==> src/rtl/tlv5618_spi_receiver.sv <==
// Receive-side model of the TLV5618 serial port: oversamples CS/SCLK/DIN, assembles
// 16-bit frames and maintains the DAC A, DAC B and double-buffer latches.
module tlv5618_spi_receiver #(
    parameter int SYNC_STAGES = 2
) (
    input  logic        clk,
    input  logic        rst_n,
    input  logic        DAC_cs_n,
    input  logic        DAC_sclk,
    input  logic        DAC_din,
    output logic [15:0] word,
    output logic        word_valid,
    output logic        frame_err,
    output logic        rsvd_err,
    output logic [11:0] dac_a,
    output logic [11:0] dac_b,
    output logic [11:0] dac_buf,
    output logic        speed,
    output logic        pwr_down
);

    typedef enum logic [1:0] {
        IDLE   = 2'd0,
        SHIFT  = 2'd1,
        COMMIT = 2'd2
    } state_t;

    state_t state, state_next;

    logic [SYNC_STAGES-1:0] cs_sync, sclk_sync, din_chain;
    logic                   cs_prev, sclk_prev;
    logic                   cs_s, sclk_s, din_sync;
    logic                   cs_fall, cs_rise, sclk_fall;
    logic [15:0]            shreg;
    logic [4:0]             bitcnt;

    // CS and SCLK idle high so that reset release never looks like a falling edge.
    always_ff @(posedge clk or negedge rst_n) begin
        if (!rst_n) begin
            cs_sync   <= '1;
            sclk_sync <= '1;
            din_chain <= '0;
            cs_prev   <= 1'b0;
            sclk_prev <= 1'b0;
        end else begin
            // NOTE: non-blocking assignments let every stage take the previous
            // stage's old value, which is what makes this a shift chain.
            cs_sync   <= {cs_sync[SYNC_STAGES-2:0], DAC_cs_n};
            sclk_sync <= {sclk_sync[SYNC_STAGES-2:0], DAC_sclk};
            din_chain <= {din_chain[SYNC_STAGES-2:0], DAC_din};
            cs_prev   <= cs_s;
            sclk_prev <= sclk_s;
        end
    end

    assign cs_s      = cs_sync[SYNC_STAGES-1];
    assign sclk_s    = sclk_sync[SYNC_STAGES-1];
    assign din_sync  = din_chain[SYNC_STAGES-1];
    assign cs_fall   = cs_prev & ~cs_s;
    assign cs_rise   = ~cs_prev & cs_s;
    assign sclk_fall = sclk_prev & ~sclk_s;

    always_ff @(posedge clk or negedge rst_n) begin
        if (!rst_n) state <= IDLE;
        else        state <= state_next;
    end

    always_comb begin
        // NOTE: default first, so no path through the case leaves state_next
        // unassigned and no latch is inferred.
        state_next = state;
        case (state)
            IDLE:    if (cs_fall) state_next = SHIFT;
            SHIFT:   if (cs_rise) state_next = COMMIT;
            COMMIT:  state_next = IDLE;
            default: state_next = IDLE;
        endcase
    end

    always_ff @(posedge clk or negedge rst_n) begin
        if (!rst_n) begin
            shreg      <= '0;
            bitcnt     <= '0;
            word       <= '0;
            word_valid <= 1'b0;
            frame_err  <= 1'b0;
            rsvd_err   <= 1'b0;
            dac_a      <= '0;
            dac_b      <= '0;
            dac_buf    <= '0;
            speed      <= 1'b0;
            pwr_down   <= 1'b0;
        end else begin
            word_valid <= 1'b0;
            frame_err  <= 1'b0;
            rsvd_err   <= 1'b0;
            case (state)
                IDLE: begin
                    if (cs_fall) begin
                        shreg  <= '0;
                        bitcnt <= '0;
                    end
                end
                SHIFT: begin
                    // A CS rise in the same cycle ends the frame before this bit.
                    if (sclk_fall && !cs_rise) begin
                        shreg <= {shreg[14:0], din_sync};
                        if (bitcnt != 5'd17) bitcnt <= bitcnt + 5'd1;
                    end
                end
                COMMIT: begin
                    if (bitcnt != 5'd16) begin
                        frame_err <= 1'b1;
                    end else begin
                        word       <= shreg;
                        word_valid <= 1'b1;
                        case ({shreg[15], shreg[12]})
                            2'b00: begin
                                dac_b   <= shreg[11:0];
                                dac_buf <= shreg[11:0];
                            end
                            2'b01: dac_buf <= shreg[11:0];
                            2'b10: begin
                                dac_a <= shreg[11:0];
                                dac_b <= dac_buf;
                            end
                            default: rsvd_err <= 1'b1;
                        endcase
                        if ({shreg[15], shreg[12]} != 2'b11) begin
                            speed    <= shreg[14];
                            pwr_down <= shreg[13];
                        end
                    end
                end
                default: ;
            endcase
        end
    end

endmodule

==> config.mk <==
export PLATFORM = sky130hd
export DESIGN_NAME = tlv5618_spi_receiver
export DESIGN_NICKNAME = d
export VERILOG_FILES = /design/src/rtl/tlv5618_spi_receiver.sv
export SDC_FILE = /design/constraint.sdc
export NUM_CORES = 1
export LEC_CHECK = 0
export ABC_CLOCK_PERIOD_IN_PS = 2300
export BUFFER_PORTS_ARGS = -buffer_cell sky130_fd_sc_hd__buf_4
export CAP_MARGIN = 25
export CORE_MARGIN = 2
export CORE_UTILIZATION = 28
export CTS_BUF_LIST = sky130_fd_sc_hd__clkbuf_8
export DETAILED_ROUTE_END_ITERATION = 8
export PLACE_DENSITY = 0.5
export RECOVER_POWER = 50
export SETUP_SLACK_MARGIN = 0.05
export SYNTH_ARGS = -nofsm -noshare
export SYNTH_HDL_FRONTEND = slang
export SYNTH_SLANG_ARGS = --single-unit
==> constraint.sdc <==
create_clock -name clk -period 2.3 [get_ports clk]
set_input_delay 0.345 -clock clk [delete_from_list [all_inputs] [get_ports clk]]
set_output_delay 0.345 -clock clk [all_outputs]
set_load 0.03 [all_outputs]
==> results of run 1 <==
[metrics by stage]
stage / hold WS (ps) / total power [uW] / worst slack [ps] / area (um2) / util (%)
floorplan: 49.41 / 1761 / 488.6 / 3478 / -
global placement: 289.3 / 1847 / 314.0 / 4160 / 34.49
detailed placement: 294.4 / 1851 / 304.8 / 4160 / 34.49
CTS: 71.42 / 2898 / 275.1 / 4363 / 36.17
global route: 66.22 / 2989 / 98.30 / 4280 / 35.49
finish: 88.71 / 2840 / 311.5 / 4280 / 35.49
[cells by family after synthesis]
logic type,share of synthesized area (%)
DFF,63.45
muxes,17.63
and+or+nand+nor,9.461
buffers and inverters,2.518
AOI/OAI and AO/OA,5.863
adders and majority gates,1.079
[registers in the layout, indices dropped and copies added (netlist names), 5 cells and up]
register  flops
dac_buf      12
bitcnt        5
shreg        16
dac_b        12
word         16
dac_a        12
[report_power, final]
part / total (uW) / switching (uW) / internal [uW]
clock network: 1030 / 552 / 479
registers: 1630 / 44.2 / 1590
logic: 178 / 119 / 58.2
[worst max-delay path by stage]
stage	startpoint	slack (ps)	endpoint
after floorplan	bitcnt[0]	490	word[10]
after global placement	bitcnt[0]	310	speed
after detailed placement	bitcnt[0]	300	speed
after CTS	bitcnt[0]	280	speed
after global routing	rst_n	100	word[3]
final	bitcnt[0]	310	speed
[cell usage in the layout, fill, tap and decap left out, drive strengths merged]
cell type,instances
clkinvlp,3
nand2b,4
o31ai,2
buf,47
nor3b,1
mux2i,14
and2,1
nor4b,1
o41ai,1
dfstp,4
dlygate4sd3,1
nand3,2
a41oi,1
ha,3
nand2,37
a21oi,13
and4bb,1
and4,1
nor2b,1
a22o,1
inv,5
o21ai,18
clkinv,1
nor3,1
a21o,1
nand3b,2
mux2,42
clkbuf,34
nor2,19
dfrtp,84
[cell type report]
| class | instances | share of cell area (%) |
|---|---|---|
| clock buffers | 12 | 3.859 |
| well taps | 168 | 4.911 |
| inverters | 5 | 0.4385 |
| flip-flops and latches | 88 | 51.56 |
| repair buffers | 70 | 10.70 |
| multi-input cells | 167 | 27.89 |
| clock inverters | 4 | 0.6431 |
[worst register-to-register path: stages, from the launching register on]
cell and delay, ps:
dfrtp_1 410, inv_1 90, ha_1 200, and4bb_2 240
nand3b_1 100, buf_4 300, nand2b_1 190, mux2_2 340
[layer usage]
layer	vias up	routed length, um	part of all wire [%]	GRT usage, %
met5	-	0	0	0
met4	0	97	1.3	3.855
met3	7	474	6.4	4.759
met2	52	3271	44	17.70
met1	1098	3611	48	16.65
li1	1070	-	-	-
[timing repair]
action,in CTS,in global routing
hold buffers,1,0
buffers inserted,0,0
hold endpoints to repair,24,0
==> results by group, run 1 <==
Outcome
  • Outcome: finished, final reports clean

Setup path
  • R2r startpoint: bitcnt[0]
  • Reg2reg end: speed
  • Worst path depth: 7
  • CP max FO: 19
  • FF-to-FF setup slack: slightly above 300 ps
  • Setup CP Type: flip-flop to flip-flop
  • Buffer and inverter count on the worst path: 2
  • Worst path slowest cell: dfrtp_1
  • Critical-path cell list: inv_1 > ha_1 > and4bb_2 > nand3b_1 > buf_4 > nand2b_1 > mux2_2
  • Startpoint types: flip-flop
  • Critical Path AT: approximately 2300 ps
  • Worst EP required: 2560 ps
  • Crit path capture type: flip-flop
  • Crit-path max cell delay: between 400 and 500 ps
  • Cell family with most CP delay: simple AND/OR/NAND/NOR gates
  • Worst R2R Path Depth: 7

Synth
  • Yosys reg bits: 88
  • Number of synthesized flops with an enable pin: 0
  • Dominant cells by area after synthesis: dfrtp_1 60%, mux2_2 14%, mux2i_1 4.0%
  • Top FF cell, synth: dfrtp_1
  • Ys Warns: 0
  • Fraction of registers with async set or reset after synthesis: 100.0%
  • Mean Syn Cell Area: between 10 and 15 um2
  • Cell Area, Synth: about 0.0035 mm2
  • Synth Net Count: between 200 and 300
  • Synth cell types: 30
  • Top-count cell post-synth: dfrtp_1
  • Syn Inst Count: approximately 270
  • Sequential cell area fraction in the yosys report: a little under two thirds
  • Top cell type's share of synthesized area: 60.43%
  • Post-synth top area cell: dfrtp_1
  • Commonest cells in the netlist: 84 x dfrtp_1, 42 x mux2_2, 36 x nand2_1, 19 x nor2_1, 18 x o21ai_0

Detailed routing
  • First drt pass iteration count: 4
  • Initial DRC Count: 106
  • Total number of vias: around 2200
  • Vias/cell: approximately 4.3
  • Drt drc: 0
  • Routed WL per cell: about 15 um
  • Routed Antenna Nets: 0
  • Final WL: ~7500 um

Cells and area
  • Area of the multi-input gates: approximately 0.0012 mm2
  • Area delta synth->final: 23.06%
  • Fillers: between 1000 and 1500
  • Nets: around 350
  • Layout cell share with drive strength beyond 1: 33.82%
  • Final Non-Filler Cells: about 510
  • Register Area: around 0.0022 mm2
  • ANT cells: 0

Global routing
  • First-pass GRT wire length: 12130 um
  • Antenna violations before repair: 0
  • Congestion Overflow GR: 0
  • Number of global-route vias before repair: 2230
  • Largest net degree at the start of global routing: 47
  • Total track usage: between 10% and 20%

Timing
  • Final hold violation count: 0
  • Setup Skew: 10.72 ps
  • Post-route minimum period: 1988 ps
  • Setup TNS Final: 0 ps
  • Least-Margin Pin Slew: roughly 1200 ps
  • Max frequency: 502.9 MHz
  • Max-slew headroom: between 20 and 25%
  • RSZ-0062 raised after global routing: no
  • Slew Limit Fails: 0
  • Setup Viol. Count Final: 0
  • Fin crit share: between 80 and 90%

Pwr
  • Leakage: just over 0.002 uW
  • Peak VDD IR: between 300 and 400 uV
  • P per Cell Area: between 600 and 700 mW/mm2

Worst hold path
  • Hold Path End: sclk_sync[0]
  • Worst Hold Class: input pin to flip-flop
  • WHS Path Cells: 1
  • Hold Startpoint: DAC_sclk

Floorplanning
  • Die W: ~120 um
  • Die height: ~120 um
  • Die footprint: about 0.013 mm2
  • IO Count: between 60 and 70
  • Row count: 40
  • Core area: roughly 0.012 mm2
  • Starting Density: ~29%

Clock network
  • H-tree Lvls: 3
  • CTS tree: yes
  • Clk root buf: clkbuf_8
  • Clk sinks: 88
  • Clock-pin slew on the worst setup and hold paths: 90 ps
  • Clock Latency Late Sink: 370 ps
  • Post-CTS sizing: 0
  • CTS buffer count: 9
  • Clock Path Buffers: 2

Placement
  • GP Congestion: 0.6670
  • Port Buffer Count: 61
  • Detailed Place HPWL: around 5000 um
  • Placed cell count: between 400 and 500

Job
  • Max Cap Viol: 0
(Power assumes the default switching activity.)
==> run 2: changes to the inputs <==
Settings changed: ABC_CLOCK_PERIOD_IN_PS 2300 to 2200, BUFFER_PORTS_ARGS -buffer_cell sky130_fd_sc_hd__buf_4 to -buffer_cell sky130_fd_sc_hd__buf_2, SKIP_CTS_REPAIR_TIMING set to 1.
Clock period 2.3 ns to 2.2 ns, I/O delays scaled along.
==> run 2 against run 1 <==
  * Worst setup slack worse by 51 ps
  * Non-clock buffer count rose by 1
  * Utilization down 0.76 points
  * Critical path depth down 1
  * Combinational power increased by 9%
  * Clock skew is 2.8 ps higher
  * Clock power increased by 7%
  * Sequential share of layout area rose by 1.1 points
  * Total power is 5.4% higher
  * Sequential cell count unchanged
  * Critical path type unchanged
  * Critical endpoint is now dac_a[2]
  * Highest routed layer unchanged
==> results by group, run 2 (synthesis gave the netlist of run 1 again) <==
Worst hold path
  • Worst Hold Class: input pin to flip-flop
  • WHS Path Cells: 1
  • Hold Path End: sclk_sync[0]
  • Hold Startpoint: DAC_sclk

Timing
  • Setup Skew: roughly 13 ps
  • Max frequency: just over 500 MHz
  • Post-route minimum period: 1939 ps
  • Fin crit share: about nine tenths
  • Least-Margin Pin Slew: approximately 1100 ps
  • Max-slew headroom: between 20% and 30%
  • RSZ-0062 raised after global routing: no
  • Final hold violation count: 0
  • Setup Viol. Count Final: 0
  • Hold_ws: a little under 60 ps
  • Slew Limit Fails: 0
  • Setup TNS Final: 0 ps

Global routing
  • Congestion Overflow GR: 0
  • Largest net degree at the start of global routing: 42
  • GR Layer Usage met2: between 15 and 20%
  • M3 GR Usage: 3.975%
  • Number of global-route vias before repair: roughly 2200
  • Routing usage on met1: between 15 and 20%
  • First-pass GRT wire length: 12060 um
  • Total track usage: about an eighth
  • GRT busiest layer: met2
  • Antenna violations before repair: 0

Cells and area
  • Layout cell share with drive strength beyond 1: between 30% and 40%
  • Final Non-Filler Cells: 515
  • Most common cell after layout, fill and taps aside: dfrtp_1
  • Nets: 350
  • Largest registers: shreg: 16 flops, word: 16 flops
  • Final Util: between 30% and 40%
  • Area delta synth->final: 20.43%
  • Commonest non-fill, non-tap cells in the layout: 84 x dfrtp_1, 43 x buf_2, 42 x mux2_2
  • ANT cells: 0

Setup path
  • Worst EP required: 2440 ps
  • Crit path capture type: flip-flop
  • Reg2reg end: dac_a[2]
  • Setup CP Type: flip-flop to flip-flop
  • Startpoint types: flip-flop
  • Worst R2R Path Depth: 6
  • R2r startpoint: bitcnt[0]
  • CP max FO: 12
  • Critical Path AT: between 2000 and 2500 ps
  • FF-to-FF setup slack: 260 ps

Detailed routing
  • Vias/cell: between 4 and 5
  • Total number of vias: between 2000 and 2500
  • Drt drc: 0
  • First drt pass iteration count: 4
  • Initial DRC Count: slightly below 90
  • Final WL: 7410 um
  • Routed WL per cell: 14.39 um
  • Routed Antenna Nets: 0

Pwr
  • Leakage: roughly 0.0021 uW
  • Final Power: 2994 uW
  • P per Cell Area: 714.7 mW/mm2
  • Peak VDD IR: approximately 310 uV

Placement
  • GP Congestion: around 0.66
  • Placed cell count: between 400 and 500
  • Port Buffer Count: 61
  • Detailed Place HPWL: between 4000 and 5000 um

Clock network
  • Clock Path Buffers: 2
  • H-tree Lvls: 3
  • Clk sinks: 88
  • CTS buffer count: 9
  • Clk root buf: clkbuf_8
  • Clock-pin slew on the worst setup and hold paths: around 80 ps
  • Clock Latency Late Sink: 370 ps
  • CTS tree: yes

Floorplanning
  • Row count: 40
  • Die height: 115.5 um
  • Starting Density: a little under 30%
  • Die footprint: between 0.01 and 0.015 mm2
  • Die W: about 120 um
  • Core area: 0.01206 mm2
  • IO Count: 62

Outcome
  • Outcome: finished, final reports clean

Job
  • Max Cap Viol: 0
## run 2: power by group
part,internal [uW],switching [uW]
combinational,64.0,130
sequential,1660,44.4
clock,517,578
## run 2: per-stage QoR
stage	setup WS [ps]	cell area [um2]
final	260.8	4189
after global routing	66.42	4189
after CTS	227.5	4207
after detailed placement	247.0	4018
after global placement	241.8	4018
after floorplan	388.6	3478
## run 2: worst max-delay path by stage
stage                     startpoint   endpoint  slack (ps)
after floorplan            bitcnt[0]   word[10]         390
after global placement     bitcnt[0]   dac_a[3]         240
after detailed placement   bitcnt[0]   dac_a[5]         250
after CTS                  bitcnt[0]   dac_a[3]         230
after global routing        state[0]  shreg[13]          70
final                      bitcnt[0]   dac_a[2]         260
## run 2: layer usage
layer | part of all wire (%) | vias to the layer above
met3 | 5.7 | 10
met1 | 49 | 1117
met2 | 44 | 60
li1 | - | 1069
met5 | 0 | -
met4 | 1.7 | 0
## run 2: cell type report
cell class              instances  area, um2
fillers                      1230       7873
flip-flops and latches         88       2207
multi-input cells             167       1194
repair buffers                 71      370.4
well taps                     168      210.2
clock buffers                   9      123.9
clock inverters                 7      65.06
inverters                       5      18.77
## run 2: worst max-delay path: stages, from the launching register on
cell,delay (ps)
dfrtp_1,420
inv_1,110
ha_1,170
and4bb_2,260
nor3b_4,210
nand2_2,280
mux2_2,380
==> run 3: changes to the inputs <==
Settings changed: CORE_UTILIZATION 28 to 30, PLACE_DENSITY 0.5 to 0.52.
==> run 3 against run 2 <==
  * Non-clock buffer count did not move
  * Final area fell by 0.15%
  * First-iteration DRC count rose by 4.5%
  * Utilization rose by 2.1 points
  * Clock power rose by 4%
  * Critical path depth rose by 1
  * Sequential power barely moved
  * Combinational power barely moved
  * Die area fell by 6.4%
  * Count of clock-buffer cells in the layout rose by 2
  * Global-route usage rose by 0.28 points
  * Largest cell class unchanged
==> results by group, run 3 (synthesis gave the netlist of run 1 again) <==
Setup path
  • Setup CP Type: flip-flop to flip-flop
  • Crit path capture: dac_buf[11]
  • FF-to-FF setup slack: 280 ps
  • Critical Path AT: 2170 ps
  • Startpoint types: flip-flop
  • Crit path launch: bitcnt[0]
  • R2r startpoint: bitcnt[0]
  • Crit path capture type: flip-flop
  • Reg2reg end: dac_buf[11]
  • CP max FO: 7
  • Worst EP required: around 2500 ps
  • Worst R2R Path Depth: 7

Global routing
  • Total track usage: 12.28%
  • Largest net degree at the start of global routing: 54
  • Number of global-route vias before repair: roughly 2200
  • GRT busiest layer: met2
  • First-pass GRT wire length: roughly 12000 um
  • M3 GR Usage: between 4 and 5%
  • GR Layer Usage met2: 17.98%
  • Congestion Overflow GR: 0
  • Routing usage on met1: 16.13%
  • Antenna violations before repair: 0

Detailed routing
  • Routed Antenna Nets: 0
  • Routed WL per cell: ~15 um
  • Drt drc: 0
  • Final WL: between 7000 and 8000 um
  • Vias/cell: approximately 4.5
  • Total number of vias: roughly 2200
  • Initial DRC Count: between 90 and 100
  • First drt pass iteration count: 4

Floorplanning
  • IO Count: 62
  • Die W: ~110 um
  • Die height: between 100 and 150 um
  • Starting Density: between 30% and 40%
  • Die footprint: 0.01247 mm2
  • Row count: 39
  • Core area: around 0.011 mm2

Timing
  • Max frequency: ~520 MHz
  • Setup Viol. Count Final: 0
  • Fin crit share: 87.18%
  • Least-Margin Pin Slew: around 940 ps
  • Final hold violation count: 0
  • Post-route minimum period: approximately 1900 ps
  • Slew Limit Fails: 0
  • Max-slew headroom: approximately 37%
  • Setup TNS Final: 0 ps
  • Setup Skew: about 11 ps
  • Hold_ws: around 51 ps
  • RSZ-0062 raised after global routing: no

Clock network
  • Clock Path Buffers: 2
  • CTS tree: yes
  • H-tree Lvls: 3
  • Clock Latency Late Sink: ~370 ps
  • Clk sinks: a little under 90
  • CTS buffer count: 9
  • Clk root buf: clkbuf_8
  • Clock-pin slew on the worst setup and hold paths: 80 ps

Outcome
  • Outcome: finished, final reports clean

Cells and area
  • Nets: 350
  • Most common cell after layout, fill and taps aside: dfrtp_1
  • Layout cell share with drive strength beyond 1: 33.72%
  • ANT cells: 0
  • Area delta synth->final: 20.25%
  • Largest registers: shreg: 16 flops, word: 16 flops
  • Commonest non-fill, non-tap cells in the layout: 84 x dfrtp_1, 43 x buf_2, 42 x mux2_2

Worst hold path
  • Hold Startpoint: DAC_cs_n
  • Worst Hold Class: input pin to flip-flop

Placement
  • Port Buffer Count: 61
  • GP Congestion: just under 0.8
  • Detailed Place HPWL: between 4000 and 5000 um

Pwr
  • Peak VDD IR: 256.6 uV
  • Leakage: approximately 0.0021 uW
  • P per Cell Area: between 700 and 800 mW/mm2

Job
  • Max Cap Viol: 0
run 3: cell count changes in the layout (fill, tap and decap cells not counted), sizes merged:
cell	change
buf	+1
clkbuf	+1
clkinv	-2
run 3: routing by layer:
metal,wire length [um],share of wire [%],vias to the layer above
li1,-,-,1067
met1,3419,47,1085
met2,3270,45,44
met3,433,6.0,10
met4,131,1.8,0
met5,0,0,-
run 3: report_power, final:
group	internal [uW]	switching, uW	total (uW)
Clock	575	561	1140
Combinational	62.6	130	193
Sequential	1660	47.4	1710
run 3: worst min-delay path by stage:
stage | cells after the start | endpoint
floorplan | 0 | bitcnt[0]
global placement | 1 | din_chain[0]
detailed placement | 1 | din_chain[0]
CTS | 1 | din_chain[0]
global route | 1 | cs_sync[0]
finish | 1 | cs_sync[0]
run 3: critical path: stages, from the launching register on:
cell	delay, ps
dfrtp_1	420
inv_1	120
ha_1	150
and4bb_2	250
nand3b_1	140
nor2_1	190
buf_4	200
mux2_2	340
run 3: stage by stage:
stage | total power [uW] | setup slack [ps] | cell area, um2 | util (%) | std cells
6_report | 3036 | 282.1 | 4183 | 36.79 | 490
3_5_place_dp | 1930 | 196.8 | 3986 | 35.06 | 473
4_1_cts | 3079 | 196.6 | 4185 | 36.81 | 489
2_1_floorplan | 1841 | 388.6 | 3478 | - | 274
5_1_grt | 3183 | 128.3 | 4183 | 36.79 | 490
3_3_place_gp | 1928 | 272.9 | 3986 | 35.06 | 473
run 3: cell type report:
cell class / count / area, um2
Tap cell: 143 / 178.9
Timing Repair Buffer: 71 / 374.1
Sequential cell: 88 / 2207
Inverter: 5 / 18.77
Clock inverter: 5 / 47.55
Clock buffer: 11 / 151.4
Fill cell: 1111 / 7187
Multi-Input combinational cell: 167 / 1205
